--- src/rtl/trace_event_counters_pkg.sv ---
// Shared constants and types for the trace event counter bank.
// Counter numbering: 0..31 event bits, 32 cycles, 33 retired instructions.
package trace_event_counters_pkg;

  localparam int TRACE_NUM_EVENTS   = 32;
  localparam int CNT_IDX_CYCLES     = 32;
  localparam int CNT_IDX_RETIRE     = 33;
  localparam int NUM_TRACE_COUNTERS = 34;

  typedef logic [5:0] trace_cnt_idx_t;

  // 65-bit retire trace; the valid flag sits in the MSB.
  typedef struct packed {
    logic        valid;
    logic [31:0] pc;
    logic [31:0] instruction;
  } trace_retire_outputs_t;

  function automatic logic cnt_idx_valid(input trace_cnt_idx_t idx);
    return idx < trace_cnt_idx_t'(NUM_TRACE_COUNTERS);
  endfunction

endpackage

--- src/rtl/trace_event_counters_event_counter.sv ---
// One wrapping counter with a sticky carry-out flag.
// clear_all beats clear_sel, which beats a plain increment.
module event_counter #(
  parameter int W = 32
) (
  input  logic         clk,
  input  logic         rst,
  input  logic         inc,
  input  logic         clear_all,
  input  logic         clear_sel,
  output logic [W-1:0] value,
  output logic         overflow
);

  logic [W:0] sum;

  assign sum = {1'b0, value} + {{W{1'b0}}, inc};

  always_ff @(posedge clk or negedge rst) begin
    if (!rst) begin
      value    <= '0;
      overflow <= 1'b0;
    end else if (clear_all) begin
      value    <= '0;
      overflow <= 1'b0;
    end else if (clear_sel) begin
      // Keep this cycle's event so clear-on-read never drops a count.
      value    <= {{(W-1){1'b0}}, inc};
      overflow <= 1'b0;
    end else begin
      value <= sum[W-1:0];
      if (sum[W]) overflow <= 1'b1;
    end
  end

endmodule

--- src/rtl/trace_event_counters.sv ---
// Performance counter bank fed by the core trace outputs, read through a
// single-outstanding request/response port with optional clear-on-read.
module trace_event_counters
  import trace_event_counters_pkg::*;
#(
  parameter int COUNTER_W = 32
) (
  input  logic                 clk,
  input  logic                 rst,
  input  logic                 enable,
  input  logic [31:0]          events,
  input  logic [64:0]          retire,
  input  logic                 clear_all,
  input  logic                 req_valid,
  output logic                 req_ready,
  input  logic [5:0]           req_index,
  input  logic                 req_clear,
  output logic                 resp_valid,
  input  logic                 resp_ready,
  output logic [COUNTER_W-1:0] resp_data,
  output logic                 resp_overflow,
  output logic                 resp_error
);

  trace_retire_outputs_t          retire_s;
  logic                           unused_retire;
  logic                           accept;
  logic                           idx_ok;
  logic [NUM_TRACE_COUNTERS-1:0]  inc;
  logic [NUM_TRACE_COUNTERS-1:0]  clear_sel;
  logic [NUM_TRACE_COUNTERS-1:0]  cnt_ovf;
  logic [COUNTER_W-1:0]           cnt_value [NUM_TRACE_COUNTERS];
  logic [COUNTER_W-1:0]           sel_value;
  logic                           sel_ovf;

  assign retire_s      = retire;
  assign unused_retire = ^{retire_s.pc, retire_s.instruction};

  assign req_ready = !resp_valid || resp_ready;
  assign accept    = req_valid && req_ready;
  assign idx_ok    = cnt_idx_valid(req_index);

  always_comb begin
    inc                             = '0;
    inc[TRACE_NUM_EVENTS-1:0]       = events & {TRACE_NUM_EVENTS{enable}};
    inc[CNT_IDX_CYCLES]             = enable;
    inc[CNT_IDX_RETIRE]             = enable && retire_s.valid;
  end

  for (genvar g = 0; g < NUM_TRACE_COUNTERS; g++) begin : g_cnt
    assign clear_sel[g] = accept && req_clear && idx_ok &&
                          (req_index == trace_cnt_idx_t'(g));

    event_counter #(
      .W (COUNTER_W)
    ) u_cnt (
      .clk       (clk),
      .rst       (rst),
      .inc       (inc[g]),
      .clear_all (clear_all),
      .clear_sel (clear_sel[g]),
      .value     (cnt_value[g]),
      .overflow  (cnt_ovf[g])
    );
  end

  // Mux sees pre-increment values, so a read returns the count at accept time.
  always_comb begin
    sel_value = '0;
    sel_ovf   = 1'b0;
    if (idx_ok) begin
      sel_value = cnt_value[req_index];
      sel_ovf   = cnt_ovf[req_index];
    end
  end

  always_ff @(posedge clk or negedge rst) begin
    if (!rst) begin
      resp_valid    <= 1'b0;
      resp_data     <= '0;
      resp_overflow <= 1'b0;
      resp_error    <= 1'b0;
    end else if (accept) begin
      resp_valid    <= 1'b1;
      resp_data     <= sel_value;
      resp_overflow <= sel_ovf;
      resp_error    <= !idx_ok;
    end else if (resp_ready) begin
      resp_valid    <= 1'b0;
    end
  end

endmodule

--- config.mk ---
export PLATFORM = sky130hd
export DESIGN_NAME = trace_event_counters
export DESIGN_NICKNAME = d
export VERILOG_FILES = /design/src/rtl/trace_event_counters_pkg.sv /design/src/rtl/trace_event_counters_event_counter.sv /design/src/rtl/trace_event_counters.sv
export SDC_FILE = /design/constraint.sdc
export NUM_CORES = 2
export LEC_CHECK = 0
export CAP_MARGIN = 15
export CORE_MARGIN = 10
export CORE_UTILIZATION = 30
export CTS_CLUSTER_DIAMETER = 150
export CTS_CLUSTER_SIZE = 28
export DETAILED_ROUTE_END_ITERATION = 8
export PLACE_DENSITY_LB_ADDON = 0.3
export RECOVER_POWER = 50
export SYNTH_ARGS = -nofsm -noshare
export SYNTH_HDL_FRONTEND = slang
export SYNTH_SLANG_ARGS = --single-unit
--- constraint.sdc ---
create_clock -name clk -period 6.4 [get_ports clk]
set_clock_uncertainty 0.15 [all_clocks]
set_input_delay 0.96 -clock clk [delete_from_list [all_inputs] [get_ports clk]]
set_output_delay 0.96 -clock clk [all_outputs]
set_load 0.05 [all_outputs]
# After elaboration in Yosys (flattened, before gate mapping)
# Index checks and enable logic that the tools add are counted.
dict set report word_totals {
  ff_bits 1157
  input_bits 110
  output_inout_bits 36
  wordCells 400
}
dict set report op_classes {
  addsub 34
  magnitude_cmp 3
  n_eq_ne 33
  n_mux 179
  n_bitwise 2
  reduce_logical 77
}
# operator n
set ops {}
lappend ops {{$mux W32} 71}
lappend ops {{$add A32 B1 Y33} 34}
lappend ops {{$bmux W32 S6} 1}
lappend ops {{$mux W1} 106}
lappend ops {{$reduce_bool A3 Y1} 34}
lappend ops {{$eq A6 B5 Y1 const B} 16}
lappend ops {{$eq A6 B4 Y1 const B} 8}
lappend ops {{$logic_and A1 B1 Y1} 38}
lappend ops {{$and A32 B32 Y32} 1}
lappend ops {{$eq A6 B3 Y1 const B} 4}
lappend ops {{$eq A6 B2 Y1 const B} 2}
lappend ops {{$eq A6 B6 Y1 const B} 2}
lappend ops {{$ge A7 B7 Y1 const B} 1}
lappend ops {{$lt A6 B7 Y1 const B} 1}
lappend ops {{$not A6 Y7} 1}
lappend ops {{$bmux W1 S6} 1}
lappend ops {{$eq A6 B1 Y1 const B} 1}
lappend ops {{$logic_not A6 Y1} 1}
lappend ops {{$lt A6 B6 Y1 const B} 1}
lappend ops {{$logic_not A1 Y1} 2}
lappend ops {{$reduce_bool A2 Y1} 1}
lappend ops {{$logic_or A1 B1 Y1} 1}

# Logic depth before layout (Yosys ltp)
dict set report logic_depth {
  word_depth 8
  mapped_depth 9
  depth_no_buf 7
}

# Hierarchy
# A second synthesis with hierarchy kept.
dict set report unflattened {
  cells_unflattened 7211
  area_unflattened_um2 68610.8
}
# mod instances cells_each area_each_um2 seq_area_each_um2
set by_module_without_submodules {}
lappend by_module_without_submodules {{event_counter at g_cnt[0].u_cnt ...} 32 175 1682.9 825.8}
lappend by_module_without_submodules {trace_event_counters 1 1238 11230.8 875.8}
lappend by_module_without_submodules {{event_counter at g_cnt[9].u_cnt} 1 192 1806.7 825.8}
lappend by_module_without_submodules {{event_counter at g_cnt[26].u_cnt} 1 181 1721.7 825.8}

# Worst setup path after synthesis
# OpenSTA, ideal clock, no wires.
dict set report synth_path {
  kind {input port to flip-flop}
  start {input enable}
  end {register g_cnt[24].u_cnt.value[31]}
  setup_time_ps 125
  arrival_time_ps 2838
  required_ps 6125
  slack_ps 3288
  cell_stages 8
  n_path_buf 1
  path_cell_list {clkbuf_1 > and2_1 > ha_1 > nand2_1 > nor3_2 > nand4_1 > nor3_1 > mux2_2}
}
dict set report synth_via {
  elab_chain_len 4
}
# item line
set synth_lines {}
lappend synth_lines {{from (decl)} trace_event_counters.sv:10} ;# input logic enable,
lappend synth_lines {{$and A32 B32 Y32} trace_event_counters.sv:45} ;# inc[TRACE_NUM_EVENTS-1:0] = events & {TRACE_NUM_EVENTS{enable}};
lappend synth_lines {{$add A32 B1 Y33} trace_event_counters_event_counter.sv:17} ;# assign sum = {1'b0, value} + {{W{1'b0}}, inc};
lappend synth_lines {{$mux W32} trace_event_counters_event_counter.sv:26} ;# end else if (clear_sel) begin
lappend synth_lines {{$mux W32} trace_event_counters_event_counter.sv:23} ;# end else if (clear_all) begin
lappend synth_lines {{to (signal assigned)} trace_event_counters_event_counter.sv:28} ;# value <= {{(W-1){1'b0}}, inc};
lappend synth_lines {{to (signal assigned)} trace_event_counters_event_counter.sv:31} ;# value <= sum[W-1:0];
lappend synth_lines {{to (decl)} trace_event_counters_event_counter.sv:11} ;# output logic [W-1:0] value,
# No other way between the ends.
# A chain may end at the register's enable or synchronous reset.

# Final worst setup path
dict set report layout_path {
  start {input resp_ready}
  end {register resp_data[11]}
}
dict set report layout_via {
  elab_chain_len 2
}
# item line
set layout_lines {}
lappend layout_lines {{from (decl)} trace_event_counters.sv:19} ;# input logic resp_ready,
lappend layout_lines {{$logic_or A1 B1 Y1} trace_event_counters.sv:39} ;# assign req_ready = !resp_valid || resp_ready;
lappend layout_lines {{$logic_and A1 B1 Y1} trace_event_counters.sv:40} ;# assign accept = req_valid && req_ready;
lappend layout_lines {{to (signal assigned)} trace_event_counters.sv:85} ;# resp_data <= sel_value;
lappend layout_lines {{to (decl)} trace_event_counters.sv:20} ;# output logic [COUNTER_W-1:0] resp_data,
# No other way between the ends.

==> run metrics <==
delay-heaviest family, CP=simple AND/OR/NAND/NOR gates; die span in x=485.9 um; Finish-stage setup viols=0; setup TNS=0 ns; die area=236100 um2; Worst-Margin Slew=4.229 ns; largest family of logic cells by synthesized area=simple AND/OR/NAND/NOR gates; Worst EP arrival=5.13 ns; crit-path most repeated cell=nor3_1; Worst setup SP type=input pin; drt via density=5.374; headroom to the max-slew limit=-1.819; post-cts resize count=0; H-tree depth=2; RSZ-0062 raised after global routing=no; Most used DFF post-synth=dfrtp_1; maximum VDD drop=0.1789 mV; global-route wire length before repair=315200 um; CTS Buf Count=47; simple-gate portion of the synthesized area=0.2431; Num Clock Sinks=1157; Peak Freq=0.2113 GHz; xor-xnor portion of the synthesized cell area=0.1270; required time of the critical path=6.79 ns; clock root buffer=clkbuf_16; gr usage total=0.1709; max-cap violation count=3; worst path bufs/invs=4; FF+latch count, synth=1157; via count=50.86k; endpoint type of the worst setup path=register; Synth Area in Compound Gates=0.05436; routed wire length=209100 um; Hold Buf Count CTS=0; Worst-Skew Late Latency=0.71 ns; DR iter-0 viols=4507; CTS tree=yes; antenna viol nets, final=0; FP Rows=170; Post-Synthesis Cells=6687; Starting Density=0.3025; Final Critical Period=4.732 ns; critical path type=in -> reg; reg-to-reg startpoint=resp_valid; Nets=6797; Mapped Avg Cell Area=9.737 um2; RD Place Congestion=0.9086; Area Growth Syn to Fin=8.551%; PwrDens=174.6 nW/um2; Worst-path clk slew=0.12 ns; antenna violations before repair=10; drt drc=0; core footprint=215300 um2; most frequent cells in the layout=dfrtp_1, nor2_1, xor2_1, nand2_1, nand3_1; DP HPWL=155500 um; routed length per instance=22.09 um; drt pass-1 iters=6; Slew Viols, Final=170; io pins=146; Synth Net Count=6865; Fin. Hold Viols=0; Clock Tree Buf Depth=3; CP Max Fanout=20; mux contribution to synthesized area=0.08964; IO Port Bufs=81; Leakage=28.20 nW; largest net degree at the start of global routing=166; setup bufs post-CTS=0; Hold Crit Start=g_cnt[23].u_cnt.overflow; commonest non-fill, non-tap cell in the layout=dfrtp_1; Congestion Overflow GR=0; fin crit share=0.7394; vias in the first global route=48.37k; synthesized cell area=65110 um2; Distinct cells, synth=70; sequential area share after synthesis=0.4446; EDFF count, synth=0; failing checks=max-capacitance violations, max-slew violations; crit-path max cell delay=1.27 ns; yosys warns=0; ys async rst share=1.000; worst hold slack=0.3497 ns; status=finished, violations left; hold crit path type=reg -> reg; layout cells sized above 1=0.07946; CP max-delay cell=and2_0; Die Y=485.9 um; cells along the critical path=clkdlybuf4s50_1 > nor2b_1 > clkbuf_1 > inv_1 > and2_0 > buf_4 > o2111ai_1 > nor3_1 > nor3_1; Critical Path Start=resp_ready; Synth Area in Adders=0.01307
cell families after synthesis:
family | count (synthesis)
buf+inv | 440
compound gates | 556
mux | 327
xor+xnor | 944
simple gates | 3195
fa+ha+maj | 68
flops | 1157
report_power, final:
part | switching [W] | internal, W | total, W | leakage, nW
logic | 0.000784 | 0.000299 | 0.00108 | 11.5
registers | 0.0000921 | 0.00736 | 0.00745 | 16.1
clock network | 0.00246 | 0.00135 | 0.00380 | 0.595
tightest hold or removal path: cells and delay by family (launching register included):
| kind | cells | cell delay, ns |
|---|---|---|
| compound gates | 1 | 0.06 |
| flops | 1 | 0.37 |
| simple gates | 1 | 0.05 |
through the flow:
| step | area [um2] | power [W] | worst slack [ns] | utilization | cells |
|---|---|---|---|---|---|
| after floorplan | 65110 | 0.008108 | 3.288 | - | 6687 |
| after global placement | 69270 | 0.008668 | 1.487 | 0.3218 | 9396 |
| after detailed placement | 69280 | 0.008677 | 1.584 | 0.3218 | 9397 |
| after CTS | 70480 | 0.01248 | 2.355 | 0.3274 | 9447 |
| after global routing | 70680 | 0.01278 | 1.149 | 0.3283 | 9463 |
| final | 70680 | 0.01234 | 1.668 | 0.3284 | 9465 |
cells in the mapped netlist (all sizes together) (68+ instances only):
library cell	number	area [um2]
and4	79	691.9
buf	131	674.4
nor4	133	927.1
nand3	415	2082
ha	68	850.8
xnor2	281	2461
and3	145	907.1
xor2	663	5807
or3	74	464.2
a21oi	137	685.7
o21ai	146	730.7
mux2	69	777.0
inv	107	401.6
nor3	145	775.8
mux4	198	4459
clkbuf	201	758.2
a211oi	87	653.1
nand4	376	2374
nand2	455	1708
nor2	1129	4240
dfrtp	1157	28950
and2	93	581.8
nor2b	75	469.2
path summary, 6_finish.rpt:
kind | to | cells after the start | slack (ns)
worst min register to register | g_cnt[23].u_cnt.overflow | 2 | 0.35
worst max register to register | resp_data[11] | 8 | 1.94
worst max-delay path | resp_data[11] | 9 | 1.67
min in group asynchronous | g_cnt[27].u_cnt.value[1] | 1 | 1.54
max in group asynchronous | g_cnt[25].u_cnt.value[17] | 2 | 1.86
worst min-delay path | g_cnt[23].u_cnt.overflow | 2 | 0.35
layer usage:
| metal | routed length, um | GRT usage | up-vias |
|---|---|---|---|
| met5 | 0 | 0 | - |
| met4 | 10940 | 0.07833 | 0 |
| met3 | 11110 | 0.01803 | 261 |
| met2 | 95500 | 0.2710 | 1401 |
| met1 | 91520 | 0.2345 | 25808 |
| li1 | - | - | 23392 |
area by class of cell:
| class | instances | area (um2) |
|---|---|---|
| Multi-Input combinational cell | 5090 | 34470 |
| Clock buffer | 48 | 1180 |
| Sequential cell | 1157 | 28950 |
| Fill cell | 21982 | 144600 |
| Tap cell | 2838 | 3551 |
| Clock inverter | 2 | 28.78 |
| Antenna cell | 7 | 17.52 |
| Inverter | 108 | 405.4 |
| Timing Repair Buffer | 215 | 2081 |
sequential cells by signal, summed over array words and instances, names as in the netlist:
signal,cells
resp_overflow,1
resp_error,1
g_cnt.u_cnt.overflow,34
resp_data,32
resp_valid,1
g_cnt.u_cnt.value,1088
No activity file was read; power rests on OpenSTA's default activity.
